## config.mk

```make
export PLATFORM = sky130hd
export DESIGN_NAME = frame_bank_scheduler_flat
export DESIGN_NICKNAME = d
export VERILOG_FILES = /design/src/rtl/frame_bank_scheduler_pkg.sv /design/src/rtl/frame_bank_scheduler_if.sv /design/src/rtl/frame_bank_scheduler_sat_counter.sv /design/src/rtl/frame_bank_scheduler.sv /design/src/flat_wrapper.sv
export SDC_FILE = /design/constraint.sdc
export NUM_CORES = 1
export LEC_CHECK = 0
export ABC_AREA = 1
export CORE_ASPECT_RATIO = 1.25
export CORE_MARGIN = 2
export CORE_UTILIZATION = 30
export CTS_CLUSTER_SIZE = 25
export DETAILED_ROUTE_END_ITERATION = 10
export SETUP_SLACK_MARGIN = 0.1
export SKIP_CTS_REPAIR_TIMING = 1
export SKIP_LAST_GASP = 1
export SLEW_MARGIN = 20
export SYNTH_ARGS = -nofsm -noshare
export SYNTH_HDL_FRONTEND = slang
export SYNTH_SLANG_ARGS = --single-unit
```

## constraint.sdc

```tcl
create_clock -name clk -period 1.6 [get_ports clk]
set_input_delay 0.24 -clock clk [delete_from_list [all_inputs] [get_ports clk]]
set_output_delay 0.24 -clock clk [all_outputs]
set_load 0.02 [all_outputs]
```

## src/rtl/frame_bank_scheduler_pkg.sv

```systemverilog
// Shared types for the disparity frame bank scheduler.
//   bank_state_t : life cycle of one frame BRAM bank
//   rd_state_t   : output reader sequencing FSM states
//   NUM_BANKS    : number of ping-pong banks (fixed at two)
//   pick_read_bank : which FULL bank the reader drains next
package frame_bank_pkg;

    localparam int NUM_BANKS = 2;

    typedef enum logic [1:0] {
        FREE    = 2'd0,
        WRITING = 2'd1,
        FULL    = 2'd2,
        READING = 2'd3
    } bank_state_t;

    typedef enum logic [1:0] {
        S_IDLE      = 2'd0,
        S_START     = 2'd1,
        S_WAIT_BUSY = 2'd2,
        S_ACTIVE    = 2'd3
    } rd_state_t;

    // With both banks FULL the first-completed one goes out first; otherwise
    // the single FULL bank is taken. Only meaningful when at least one is FULL.
    function automatic logic pick_read_bank(input bank_state_t st0,
                                            input bank_state_t st1,
                                            input logic        oldest);
        if (st0 == FULL && st1 == FULL) begin
            return oldest;
        end else if (st0 == FULL) begin
            return 1'b0;
        end else begin
            return 1'b1;
        end
    endfunction

endpackage

```

## src/rtl/frame_bank_scheduler_if.sv

```systemverilog
// Handshake bundle between the bank scheduler and its two clients.
//   wr_bank, wr_enable      : scheduler -> filter writer (bank to fill, permission)
//   wr_frame_done           : filter writer -> scheduler (1-cycle frame completion)
//   rd_start, rd_bank       : scheduler -> output reader (start pulse, bank index)
//   rd_idle                 : output reader -> scheduler (reader idle status)
// master = scheduler side, slave = writer/reader side.
interface frame_bank_scheduler_if;
    logic wr_bank;
    logic wr_enable;
    logic wr_frame_done;
    logic rd_start;
    logic rd_bank;
    logic rd_idle;

    modport master (
        output wr_bank,
        output wr_enable,
        input  wr_frame_done,
        output rd_start,
        output rd_bank,
        input  rd_idle
    );

    modport slave (
        input  wr_bank,
        input  wr_enable,
        output wr_frame_done,
        input  rd_start,
        input  rd_bank,
        output rd_idle
    );
endinterface

```

## src/rtl/frame_bank_scheduler_sat_counter.sv

```systemverilog
// Saturating event counter used for the frame statistics.
//   clk   : clock
//   clear : synchronous clear to zero (takes priority over inc)
//   inc   : count one event this cycle
//   count : registered count, holds at all-ones instead of wrapping
module sat_counter #(
    parameter int CNT_BITS = 16
) (
    input  logic                clk,
    input  logic                clear,
    input  logic                inc,
    output logic [CNT_BITS-1:0] count
);

    logic [CNT_BITS-1:0] count_r;

    // Count register: clear, saturating increment, or hold.
    always_ff @(posedge clk) begin
        if (clear) begin
            count_r <= {CNT_BITS{1'b0}};
        end else if (inc && (count_r != {CNT_BITS{1'b1}})) begin
            count_r <= count_r + {{(CNT_BITS-1){1'b0}}, 1'b1};
        end else begin
            count_r <= count_r;
        end
    end

    assign count = count_r;

endmodule

```

## src/rtl/frame_bank_scheduler.sv

```systemverilog
// Ping-pong scheduler for the two disparity frame BRAM banks. Hands the
// filter writer a free bank, marks it FULL when the frame completes, then
// starts the output reader on it and frees it when the reader goes idle.
//   clk, reset      : clock, synchronous active-high reset
//   bus (master)    : writer/reader handshake, see frame_bank_scheduler_if
//   frames_written  : completed writer frames (saturating)
//   frames_read     : completed reader frames (saturating)
//   frames_dropped  : FULL frames overwritten when DROP_OLDEST=1 (saturating)
//   busy            : a bank other than the writer's is in use, or reader active
module frame_bank_scheduler
    import frame_bank_pkg::*;
#(
    parameter int DROP_OLDEST = 0,
    parameter int CNT_BITS    = 16
) (
    input  logic                  clk,
    input  logic                  reset,
    frame_bank_scheduler_if.master bus,
    output logic [CNT_BITS-1:0]   frames_written,
    output logic [CNT_BITS-1:0]   frames_read,
    output logic [CNT_BITS-1:0]   frames_dropped,
    output logic                  busy
);

    bank_state_t bank_r     [NUM_BANKS];
    bank_state_t bank_nxt_s [NUM_BANKS];
    rd_state_t   rd_state_r;

    logic wr_bank_r;
    logic wr_enable_r;
    logic oldest_r;
    logic rd_start_r;
    logic rd_bank_r;
    logic busy_r;

    logic wr_bank_nxt_s;
    logic wr_enable_nxt_s;
    logic oldest_nxt_s;
    logic other_s;
    logic free_s;
    logic done_s;
    logic drop_s;
    logic launch_s;
    logic launch_bank_s;
    logic rd_busy_nxt_s;
    logic busy_nxt_s;

    // Next bank ownership. Order inside one cycle: reader free, then writer
    // completion (so a freed bank is immediately reusable), then reader
    // launch (so a bank completed this cycle can start next cycle).
    always_comb begin
        for (int b = 0; b < NUM_BANKS; b++) begin
            bank_nxt_s[b] = bank_r[b];
        end
        wr_bank_nxt_s   = wr_bank_r;
        wr_enable_nxt_s = wr_enable_r;
        oldest_nxt_s    = oldest_r;
        drop_s          = 1'b0;
        launch_s        = 1'b0;
        launch_bank_s   = 1'b0;
        other_s         = ~wr_bank_r;
        free_s          = (rd_state_r == S_ACTIVE) && bus.rd_idle;
        done_s          = bus.wr_frame_done && wr_enable_r;

        if (free_s) begin
            bank_nxt_s[rd_bank_r] = FREE;
        end else begin
            bank_nxt_s[rd_bank_r] = bank_r[rd_bank_r];
        end

        if (done_s) begin
            bank_nxt_s[wr_bank_r] = FULL;
            // oldest only moves when the just-done bank is the sole FULL one
            if (bank_nxt_s[other_s] != FULL) begin
                oldest_nxt_s = wr_bank_r;
            end else begin
                oldest_nxt_s = oldest_r;
            end
            case (bank_nxt_s[other_s])
                FREE: begin
                    bank_nxt_s[other_s] = WRITING;
                    wr_bank_nxt_s       = other_s;
                end
                FULL: begin
                    if (DROP_OLDEST != 0) begin
                        bank_nxt_s[other_s] = WRITING;
                        wr_bank_nxt_s       = other_s;
                        drop_s              = 1'b1;
                        oldest_nxt_s        = wr_bank_r;
                    end else begin
                        wr_enable_nxt_s = 1'b0;
                    end
                end
                default: begin
                    wr_enable_nxt_s = 1'b0;
                end
            endcase
        end else if (!wr_enable_r && free_s) begin
            // stalled writer grabs the bank the reader just released
            bank_nxt_s[rd_bank_r] = WRITING;
            wr_bank_nxt_s         = rd_bank_r;
            wr_enable_nxt_s       = 1'b1;
        end else begin
            wr_enable_nxt_s = wr_enable_r;
        end

        if ((rd_state_r == S_IDLE) && bus.rd_idle &&
            ((bank_nxt_s[0] == FULL) || (bank_nxt_s[1] == FULL))) begin
            launch_s                  = 1'b1;
            launch_bank_s             = pick_read_bank(bank_nxt_s[0], bank_nxt_s[1], oldest_nxt_s);
            bank_nxt_s[launch_bank_s] = READING;
        end else begin
            launch_s = 1'b0;
        end
    end

    // Registered busy: reader activity next cycle plus any bank held outside the writer.
    always_comb begin
        case (rd_state_r)
            S_IDLE:      rd_busy_nxt_s = launch_s;
            S_START:     rd_busy_nxt_s = 1'b1;
            S_WAIT_BUSY: rd_busy_nxt_s = 1'b1;
            S_ACTIVE:    rd_busy_nxt_s = !bus.rd_idle;
            default:     rd_busy_nxt_s = 1'b0;
        endcase
        busy_nxt_s = rd_busy_nxt_s
                  || ((bank_nxt_s[0] != FREE) && !(wr_enable_nxt_s && !wr_bank_nxt_s))
                  || ((bank_nxt_s[1] != FREE) && !(wr_enable_nxt_s &&  wr_bank_nxt_s));
    end

    // Bank state, writer outputs and reader sequencing FSM.
    always_ff @(posedge clk) begin
        if (reset) begin
            bank_r[0]   <= WRITING;
            bank_r[1]   <= FREE;
            wr_bank_r   <= 1'b0;
            wr_enable_r <= 1'b1;
            oldest_r    <= 1'b0;
            rd_state_r  <= S_IDLE;
            rd_start_r  <= 1'b0;
            rd_bank_r   <= 1'b0;
            busy_r      <= 1'b0;
        end else begin
            for (int b = 0; b < NUM_BANKS; b++) begin
                bank_r[b] <= bank_nxt_s[b];
            end
            wr_bank_r   <= wr_bank_nxt_s;
            wr_enable_r <= wr_enable_nxt_s;
            oldest_r    <= oldest_nxt_s;
            busy_r      <= busy_nxt_s;
            case (rd_state_r)
                S_IDLE: begin
                    if (launch_s) begin
                        rd_start_r <= 1'b1;
                        rd_bank_r  <= launch_bank_s;
                        rd_state_r <= S_START;
                    end else begin
                        rd_start_r <= 1'b0;
                    end
                end
                S_START: begin
                    rd_start_r <= 1'b0;
                    rd_state_r <= S_WAIT_BUSY;
                end
                S_WAIT_BUSY: begin
                    rd_start_r <= 1'b0;
                    if (!bus.rd_idle) begin
                        rd_state_r <= S_ACTIVE;
                    end else begin
                        rd_state_r <= S_WAIT_BUSY;
                    end
                end
                S_ACTIVE: begin
                    rd_start_r <= 1'b0;
                    if (bus.rd_idle) begin
                        rd_state_r <= S_IDLE;
                    end else begin
                        rd_state_r <= S_ACTIVE;
                    end
                end
                default: begin
                    rd_start_r <= 1'b0;
                    rd_state_r <= S_IDLE;
                end
            endcase
        end
    end

    sat_counter #(.CNT_BITS(CNT_BITS)) u_cnt_written (
        .clk   (clk),
        .clear (reset),
        .inc   (done_s),
        .count (frames_written)
    );

    sat_counter #(.CNT_BITS(CNT_BITS)) u_cnt_read (
        .clk   (clk),
        .clear (reset),
        .inc   (free_s),
        .count (frames_read)
    );

    sat_counter #(.CNT_BITS(CNT_BITS)) u_cnt_dropped (
        .clk   (clk),
        .clear (reset),
        .inc   (drop_s),
        .count (frames_dropped)
    );

    assign bus.wr_bank   = wr_bank_r;
    assign bus.wr_enable = wr_enable_r;
    assign bus.rd_start  = rd_start_r;
    assign bus.rd_bank   = rd_bank_r;
    assign busy          = busy_r;

endmodule

```

## src/flat_wrapper.sv

```systemverilog
// flat-port wrapper written by rule: the top's interface ports become plain ports
module frame_bank_scheduler_flat import frame_bank_pkg::*;
#(
    parameter int DROP_OLDEST = 0,
    parameter int CNT_BITS    = 16
)
  (clk, reset, frames_written, frames_read, frames_dropped, busy, bus_wr_bank, bus_wr_enable, bus_wr_frame_done, bus_rd_start, bus_rd_bank, bus_rd_idle);
  frame_bank_scheduler_if bus_i ();
  input  logic clk;
  input  logic reset;
  output logic [CNT_BITS-1:0] frames_written;
  output logic [CNT_BITS-1:0] frames_read;
  output logic [CNT_BITS-1:0] frames_dropped;
  output logic busy;
  output wire logic [$bits(bus_i.wr_bank)-1:0] bus_wr_bank;
  output wire logic [$bits(bus_i.wr_enable)-1:0] bus_wr_enable;
  input wire logic [$bits(bus_i.wr_frame_done)-1:0] bus_wr_frame_done;
  output wire logic [$bits(bus_i.rd_start)-1:0] bus_rd_start;
  output wire logic [$bits(bus_i.rd_bank)-1:0] bus_rd_bank;
  input wire logic [$bits(bus_i.rd_idle)-1:0] bus_rd_idle;
  assign bus_wr_bank = bus_i.wr_bank;
  assign bus_wr_enable = bus_i.wr_enable;
  assign bus_i.wr_frame_done = bus_wr_frame_done;
  assign bus_rd_start = bus_i.rd_start;
  assign bus_rd_bank = bus_i.rd_bank;
  assign bus_i.rd_idle = bus_rd_idle;
  frame_bank_scheduler #(.DROP_OLDEST(DROP_OLDEST), .CNT_BITS(CNT_BITS)) u_core (.clk(clk), .reset(reset), .bus(bus_i), .frames_written(frames_written), .frames_read(frames_read), .frames_dropped(frames_dropped), .busy(busy));
endmodule
```

# --- Yosys cells after proc, flatten, opt, wreduce, memory -nomap -nowiden ---
# Memories as Yosys holds them, arrays and structs flattened. A register that Yosys moved wholly into a read port is not among the register bits.
# Cells that the tools add are included.
totals:
  ff_bits: 40
  output_inout_bits: 53
  input_bits: 4
  n_memories: 1
  ramBits: 4
memory_table:
  columns: ["name", "depth", "word_bits", "rd", "rd_clocked_by_memory_dff", "wr", "line", "source"]
  rows:
  - ["u_core.bank_r", 2, 2, 3, 1, 2, "frame_bank_scheduler.sv:25", "bank_state_t bank_r [NUM_BANKS];"]
op_classes:
  reduce_logical: 31
  magnitude_cmp: 8
  addsub: 2
  n_bitwise: 19
  n_eq_ne: 9
  n_mux: 44
op_table:
  columns: ["operator", "n"]
  rows:
  - ["adder 16 x 1 -> 16 bit, second input constant", 2]
  - ["inequality test 16 bit, second input constant", 2]
  - ["two-way mux 2 bit", 11]
  - ["two-way mux 1 bit", 20]
  - ["two-way mux 4 bit", 5]
  - ["logical AND 1 bit", 16]
  - ["demux 2 bit (select 1 bit)", 4]
  - ["equality test 2 bit, second input constant", 4]
  - ["greater-or-equal comparator 2 bit, second input constant", 4]
  - ["< comparator 2 x 1 -> 1 bit, second input constant", 4]
  - ["NOT 1 -> 2 bit", 4]
  - ["one-hot mux 2 bit (4 select lines)", 1]
  - ["bitwise AND 2 bit", 3]
  - ["NOT 2 bit", 3]
  - ["OR 2 bit", 3]
  - ["zero test 1 bit", 5]
  - ["bitwise AND 4 bit", 1]
  - ["bitwise mux 4 bit", 1]
  - ["zero test 2 bit", 2]
  - ["NOT 4 bit", 1]
  - ["OR 4 bit", 1]
  - ["nonzero test 2 bit", 2]
  - ["logical OR 1 bit", 3]
  - ["one-hot mux 1 bit (3 select lines)", 1]
  - ["9 further kinds", 10]

# --- Logic depth before layout (Yosys ltp) ---
depth:
  depth_word: 30
  ltp_mapped: 15

# --- Modules after synthesis ---
# From an unflattened synthesis, not the netlist that was laid out.
hier_totals:
  cells_unflattened: 584
  hier_area_um2: 3692.3
modules_own_cells:
  columns: ["module", "n_inst", "area_per_inst_um2", "cells_per_inst"]
  rows:
  - ["sat_counter", 3, 929.6, 149]
  - ["frame_bank_scheduler", 1, 903.4, 137]

# --- Worst setup path before layout ---
# No wires, ideal clock.
synth_timing:
  kind: "flip-flop to flip-flop"
  startpoint: "reg u_core.u_cnt_read.count_r[1], in the netlist u_core.u_cnt_read.count[1]"
  endpoint: "reg u_core.u_cnt_read.count_r[7], in the netlist u_core.u_cnt_read.count[7]"
  period_less_slack_ns: 1.750
  n_path_buf: 0
  stages_incl_launch_ff: 13
  t_required_ns: 1.542
  setup_slack_ns: -0.150
  t_arrival_ns: 1.692
  cell_sequence: "dfxtp_1 > ha_1 > nand3_1 > nor2_1 > nand3b_1 > nand2_2 > inv_2 > nand2_1 > nor2_2 > inv_1 > nor2_2 > a21oi_1 > o21a_1"
synth_between:
  elab_chain_cells: 2
  word_cells_on_any_way: 3
  classes_between: "1 x add/sub; 1 x eq/ne; 1 x reduce/logical"
synth_lines:
  columns: ["element", "line", "source"]
  rows:
  - ["start, declared", "frame_bank_scheduler_sat_counter.sv:15", "logic [CNT_BITS-1:0] count_r;"]
  - ["start signal, assigned", "frame_bank_scheduler_sat_counter.sv:20", "count_r <= {CNT_BITS{1'b0}};"]
  - ["start signal, assigned", "frame_bank_scheduler_sat_counter.sv:22", "count_r <= count_r + {{(CNT_BITS-1){1'b0}}, 1'b1};"]
  - ["start signal, assigned", "frame_bank_scheduler_sat_counter.sv:24", "count_r <= count_r;"]
  - ["parallel branches: the longest is 2 deep, another holds adder 16 x 1 -> 16 bit", null, null]
# Parallel ways; which one is timed is not known.
# A chain may end at the register's enable or synchronous reset.

# --- Worst setup path in the final report ---
layout_timing:
  startpoint: "reg u_core.rd_state_r[0]"
  endpoint: "reg u_core.rd_state_r[0]"
layout_between:
  elab_chain_cells: 15
  word_cells_on_any_way: 28
  classes_between: "6 x eq/ne; 9 x mux; 6 x bitwise; 7 x reduce/logical"
layout_lines:
  columns: ["element", "line", "source"]
  rows:
  - ["start, declared", "frame_bank_scheduler.sv:27", "rd_state_t rd_state_r;"]
  - ["start signal, assigned", "frame_bank_scheduler.sv:139", "rd_state_r <= S_IDLE;"]
  - ["start signal, assigned", "frame_bank_scheduler.sv:156", "rd_state_r <= S_START;"]
  - ["start signal, assigned", "frame_bank_scheduler.sv:163", "rd_state_r <= S_WAIT_BUSY;"]
  - ["equality test 2 bit", "frame_bank_scheduler.sv:62, frame_bank_scheduler.sv:151", null]
  - ["logical AND 1 bit", "frame_bank_scheduler.sv:62", "free_s = (rd_state_r == S_ACTIVE) && bus.rd_idle;"]
  - ["two-way mux 4 bit", "frame_bank_scheduler.sv:65", "if (free_s) begin"]
  - ["bitwise AND 2 bit (no source line) or OR 2 bit (tied branches)", null, null]
  - ["two-way mux 2 bit (not written as such) (3 in a row)", "frame_bank_scheduler.sv:79", "case (bank_nxt_s[other_s])"]
  - ["zero test 2 bit", "frame_bank_scheduler.sv:79", null]
  - ["two-way mux 4 bit", "frame_bank_scheduler.sv:79", null]
  - ["two-way mux 4 bit", "frame_bank_scheduler.sv:71", "if (done_s) begin"]
  - ["equality test 2 bit", "frame_bank_scheduler.sv:108", "((bank_nxt_s[0] == FULL) || (bank_nxt_s[1] == FULL))) begin"]
  - ["logical OR 1 bit", "frame_bank_scheduler.sv:108", null]
  - ["logical AND 1 bit", "frame_bank_scheduler.sv:107", "if ((rd_state_r == S_IDLE) && bus.rd_idle &&"]
  - ["two-way mux 1 bit", "frame_bank_scheduler.sv:107", null]
  - ["inequality test 2 x 1 -> 1 bit (no source line)", null, null]
# Several ways; a longest one is shown, not always the timed one. The select of a mux whose other input is x is not followed.

==> flow_summary.yaml <==
floorplan:
  core_area_mm2: 0.00829
  placement_rows: 37
  floorplan.die_area_mm2: 0.00934
  die_height_um: 108
  top_level_ports: 57
  start_util: 0.311
  die_w_um: 86.9
worst_hold_path:
  tightest_hold_check_type: "reg2reg"
  worstHoldStart: "u_core.u_cnt_written.count[9]$_SDFFE_PP0P_"
  min_delay_path_depth: 2
  min_to: "u_core.u_cnt_written.count[9]$_SDFFE_PP0P_"
route:
  routedWlPerCell_um: 11.5
  routed_wirelength_um: 6710
  initial_drc_count: 88
  detailroute.via_count: 2680
  drcViolationCount: 0
  drt_pre_antenna_iters: 4
  detail_route.vias_per_cell: 4.60
  antenna_left: 0
worst_setup_path:
  critical_path.max_stage_delay_ns: 0.34
  r2r_setup_slack_ns: -0.09
  timing.critical_path.cells: "ha_4, a21oi_4, nand2_2, buf_4, nand2_1, nand3_2, nand2_2, nand2_4, inv_4, nor2_4, nor2_1, nor2_1"
  r2r-end: "u_core.rd_state_r[0]$_SDFFE_PP0P_"
  crit_slowest_cell: "sky130_fd_sc_hd__dfxtp_2"
  crit-reg2reg-launch: "u_core.rd_state_r[0]$_SDFFE_PP0P_"
  worst_setup_path_start_kind: "register"
  crit_arrival_ns: 1.88
  endpoint_kind: "register"
  setup.worst_path.class: "reg2reg"
  timing.reg2reg.worst_path_depth: 12
  critical_path.max_fanout: 5
  required_time_worst_endpoint_ns: 1.79
placed_design:
  finalWeightedCongestion: 0.883
  dp.final_hpwl_um: 5210
  post_dp_cell_area_mm2: 0.00362
  preCtsSetupSlack_ns: -0.412
  buffer_ports.inserted: 40
  dpl.cell_count: 571
synthesis:
  ys.warnings.count: 0
  ys_seq_elements: 45
  area_share_of_the_largest_cell_type_after_synthesis: 0.350
  synthesis.area_per_instance_um2: 6.79
  post_synth_most_frequent_cells: "83 x sky130_fd_sc_hd__nand2_1, 45 x sky130_fd_sc_hd__dfxtp_1, 44 x sky130_fd_sc_hd__inv_1, 37 x sky130_fd_sc_hd__nor2_1, 27 x sky130_fd_sc_hd__a21oi_1"
  synthCells: 379
  synth.yosys.seq_area_share: 0.350
  synthFlopType: "sky130_fd_sc_hd__dfxtp_1"
  postSynth.asyncResetShare: 0
  yosys.cell_types.count: 34
  edff_count_synth: 0
  synthMostInstantiatedCell: "sky130_fd_sc_hd__nand2_1"
  yosys-top-cells-area: "sky130_fd_sc_hd__dfxtp_1 35%, sky130_fd_sc_hd__nand2_1 12%, sky130_fd_sc_hd__inv_1 6.4%, sky130_fd_sc_hd__nor2_1 5.4%, sky130_fd_sc_hd__a21oi_1 5.2%"
  netlist_area_mm2: 0.00257
  synth_top_cell_by_area: "sky130_fd_sc_hd__dfxtp_1"
cts:
  tritoncts: "yes"
  cts_bufs_inserted: 5
  cts_max_level: 2
  ctsRootBufferMaster: "sky130_fd_sc_hd__clkbuf_8"
  clkSlewWorstSetupHoldPaths_ns: 0.08
  cts_num_sinks: 45
  clock_tree.buffer_depth: 2
  clock_latency_ns: 0.29
global_routing:
  grt_overflow_total: 0
  gr-usage-all-layers: 0.145
  via_count_of_the_first_global_routing_pass: 2600
  global_route_wire_length_before_repair_um: 10900
  largest_net_degree_at_the_start_of_global_routing: 20
  grt_antenna_before_repair: 0
layout:
  drive_gt1_frac: 0.331
  numnets_final: 496
  antennaDiodeCount: 0
  post-route-cell-area_mm2: 0.00396
  post_layout_nonfiller_instances: 583
  syn_to_final_growth_pct: 53.9
sta:
  max_freq_mhz: 591
  finalWorstPathRequiredPeriod_ns: 1.69
  setup_repair_after_global_routing_missed_its_margin: "yes"
  report.final.hold_viol_count: 0
  slew_violations: 0
  setup-violations-final: 7
  holdWs_ns: 0.471
  clock-skew-final_ns: 0.00470
  finalCritPeriodShare: 1.06
  final_critical_path_setup_slack_ns: -0.0914
pwr:
  power_leakage_uw: 0.00222
  pd_cells_mw_per_mm2: 1020
  peak_supply_drop_mv: 0.408
status:
  violations: "setup timing"
  status: "finished with violations"
job:
  max_cap_viol_count: 0
[report_power, final]
| part | internal, uW | total, uW | switching, uW |
|---|---|---|---|
| sequential | 1270 | 1400 | 137 |
| clock | 311 | 674 | 364 |
| combinational | 807 | 1950 | 1140 |
| total | 2380 | 4030 | 1640 |
[worst max-delay path, delay by kind of cell (launching register included)]
| family | cells | cell delay, ns |
|---|---|---|
| compound gates | 1 | 0.17 |
| fa+ha+maj | 1 | 0.18 |
| buf+inv | 2 | 0.22 |
| flops | 1 | 0.34 |
| simple gates | 8 | 0.68 |
[registers in the layout, summed over array words and instances, names as in the netlist, named ones only]
register                    count
u_core.rd_state_r               2
u_core.oldest_r                 1
u_core.bus.wr_bank              1
u_core.bank_r                   4
u_core.busy                     1
u_core.bus.wr_enable            1
u_core.bus.rd_bank              1
u_core.bus.rd_start             1
u_core.u_cnt_read.count        16
u_core.u_cnt_written.count     16
[metal layers]
layer	up-vias	global-route usage	share of wire
li1	1416	-	-
met1	1197	0.162	0.44
met2	52	0.259	0.50
met3	15	0.0199	0.026
met4	0	0.0759	0.030
met5	-	0	0
[cells by family (layout without fill, tap and decap cells)]
group	after synthesis	count (layout)	synth area share
buffers and inverters	69	161	0.124
other	1	16	0.00146
flip-flops	45	45	0.350
AO/OA/AOI/OAI	62	62	0.131
adder cells (fa/ha/maj)	7	7	0.0340
XOR/XNOR	4	4	0.0136
AND/OR/NAND/NOR	191	191	0.345
[layout by cell type (no fill, tap or decap), types with 3 or more instances in the layout]
master	instances
sky130_fd_sc_hd__a21oi_1	22
sky130_fd_sc_hd__a21oi_2	5
sky130_fd_sc_hd__a31oi_1	3
sky130_fd_sc_hd__buf_4	61
sky130_fd_sc_hd__buf_6	3
sky130_fd_sc_hd__clkbuf_1	3
sky130_fd_sc_hd__clkbuf_8	5
sky130_fd_sc_hd__clkdlybuf4s50_1	4
sky130_fd_sc_hd__conb_1	16
sky130_fd_sc_hd__dfxtp_1	21
sky130_fd_sc_hd__dfxtp_2	19
sky130_fd_sc_hd__dfxtp_4	5
sky130_fd_sc_hd__dlymetal6s2s_1	36
sky130_fd_sc_hd__ha_1	4
sky130_fd_sc_hd__ha_4	3
sky130_fd_sc_hd__inv_1	42
sky130_fd_sc_hd__inv_2	6
sky130_fd_sc_hd__nand2_1	72
sky130_fd_sc_hd__nand2_2	14
sky130_fd_sc_hd__nand2_4	4
sky130_fd_sc_hd__nand3_1	13
sky130_fd_sc_hd__nand3_2	9
sky130_fd_sc_hd__nand4_1	6
sky130_fd_sc_hd__nor2_1	32
sky130_fd_sc_hd__nor2_2	6
sky130_fd_sc_hd__nor2_4	7
sky130_fd_sc_hd__nor3_1	14
sky130_fd_sc_hd__o21a_1	4
sky130_fd_sc_hd__o21ai_0	13
sky130_fd_sc_hd__o21ai_1	6
sky130_fd_sc_hd__o21ai_2	5
[worst max-delay path by stage]
stage / from / to / slack (ns)
2_1_floorplan: u_core.u_cnt_written.count[1]$_SDFFE_PP0P_ / u_core.u_cnt_written.count[15]$_SDFFE_PP0P_ / 0.03
3_3_place_gp: bus_rd_idle / u_core.bank_r[1][0]$_SDFF_PP0_ / -0.41
3_5_place_dp: bus_rd_idle / u_core.rd_state_r[0]$_SDFFE_PP0P_ / -0.41
4_1_cts: bus_rd_idle / u_core.rd_state_r[0]$_SDFFE_PP0P_ / -0.12
5_1_grt: u_core.rd_state_r[0]$_SDFFE_PP0P_ / u_core.rd_state_r[0]$_SDFFE_PP0P_ / -0.24
6_report: u_core.rd_state_r[0]$_SDFFE_PP0P_ / u_core.rd_state_r[0]$_SDFFE_PP0P_ / -0.09
[through the flow]
stage	TNS (ns)	total power [uW]	util
5_1_grt	-2.36	4380	0.478
6_report	-0.483	4030	0.478
4_1_cts	-1.08	3940	0.447
2_1_floorplan	0	2650	-
3_3_place_gp	-7.79	3220	0.437
3_5_place_dp	-8.53	3240	0.437
[cell type report]
type,instances,area [um^2]
repair buffers,104,982
flip-flops and latches,45,943
multi-input cells,280,1650
clock buffers,8,80.1
fillers,820,4320
inverters,49,186
well taps,97,121
Power figures use the tool's default switching activity.
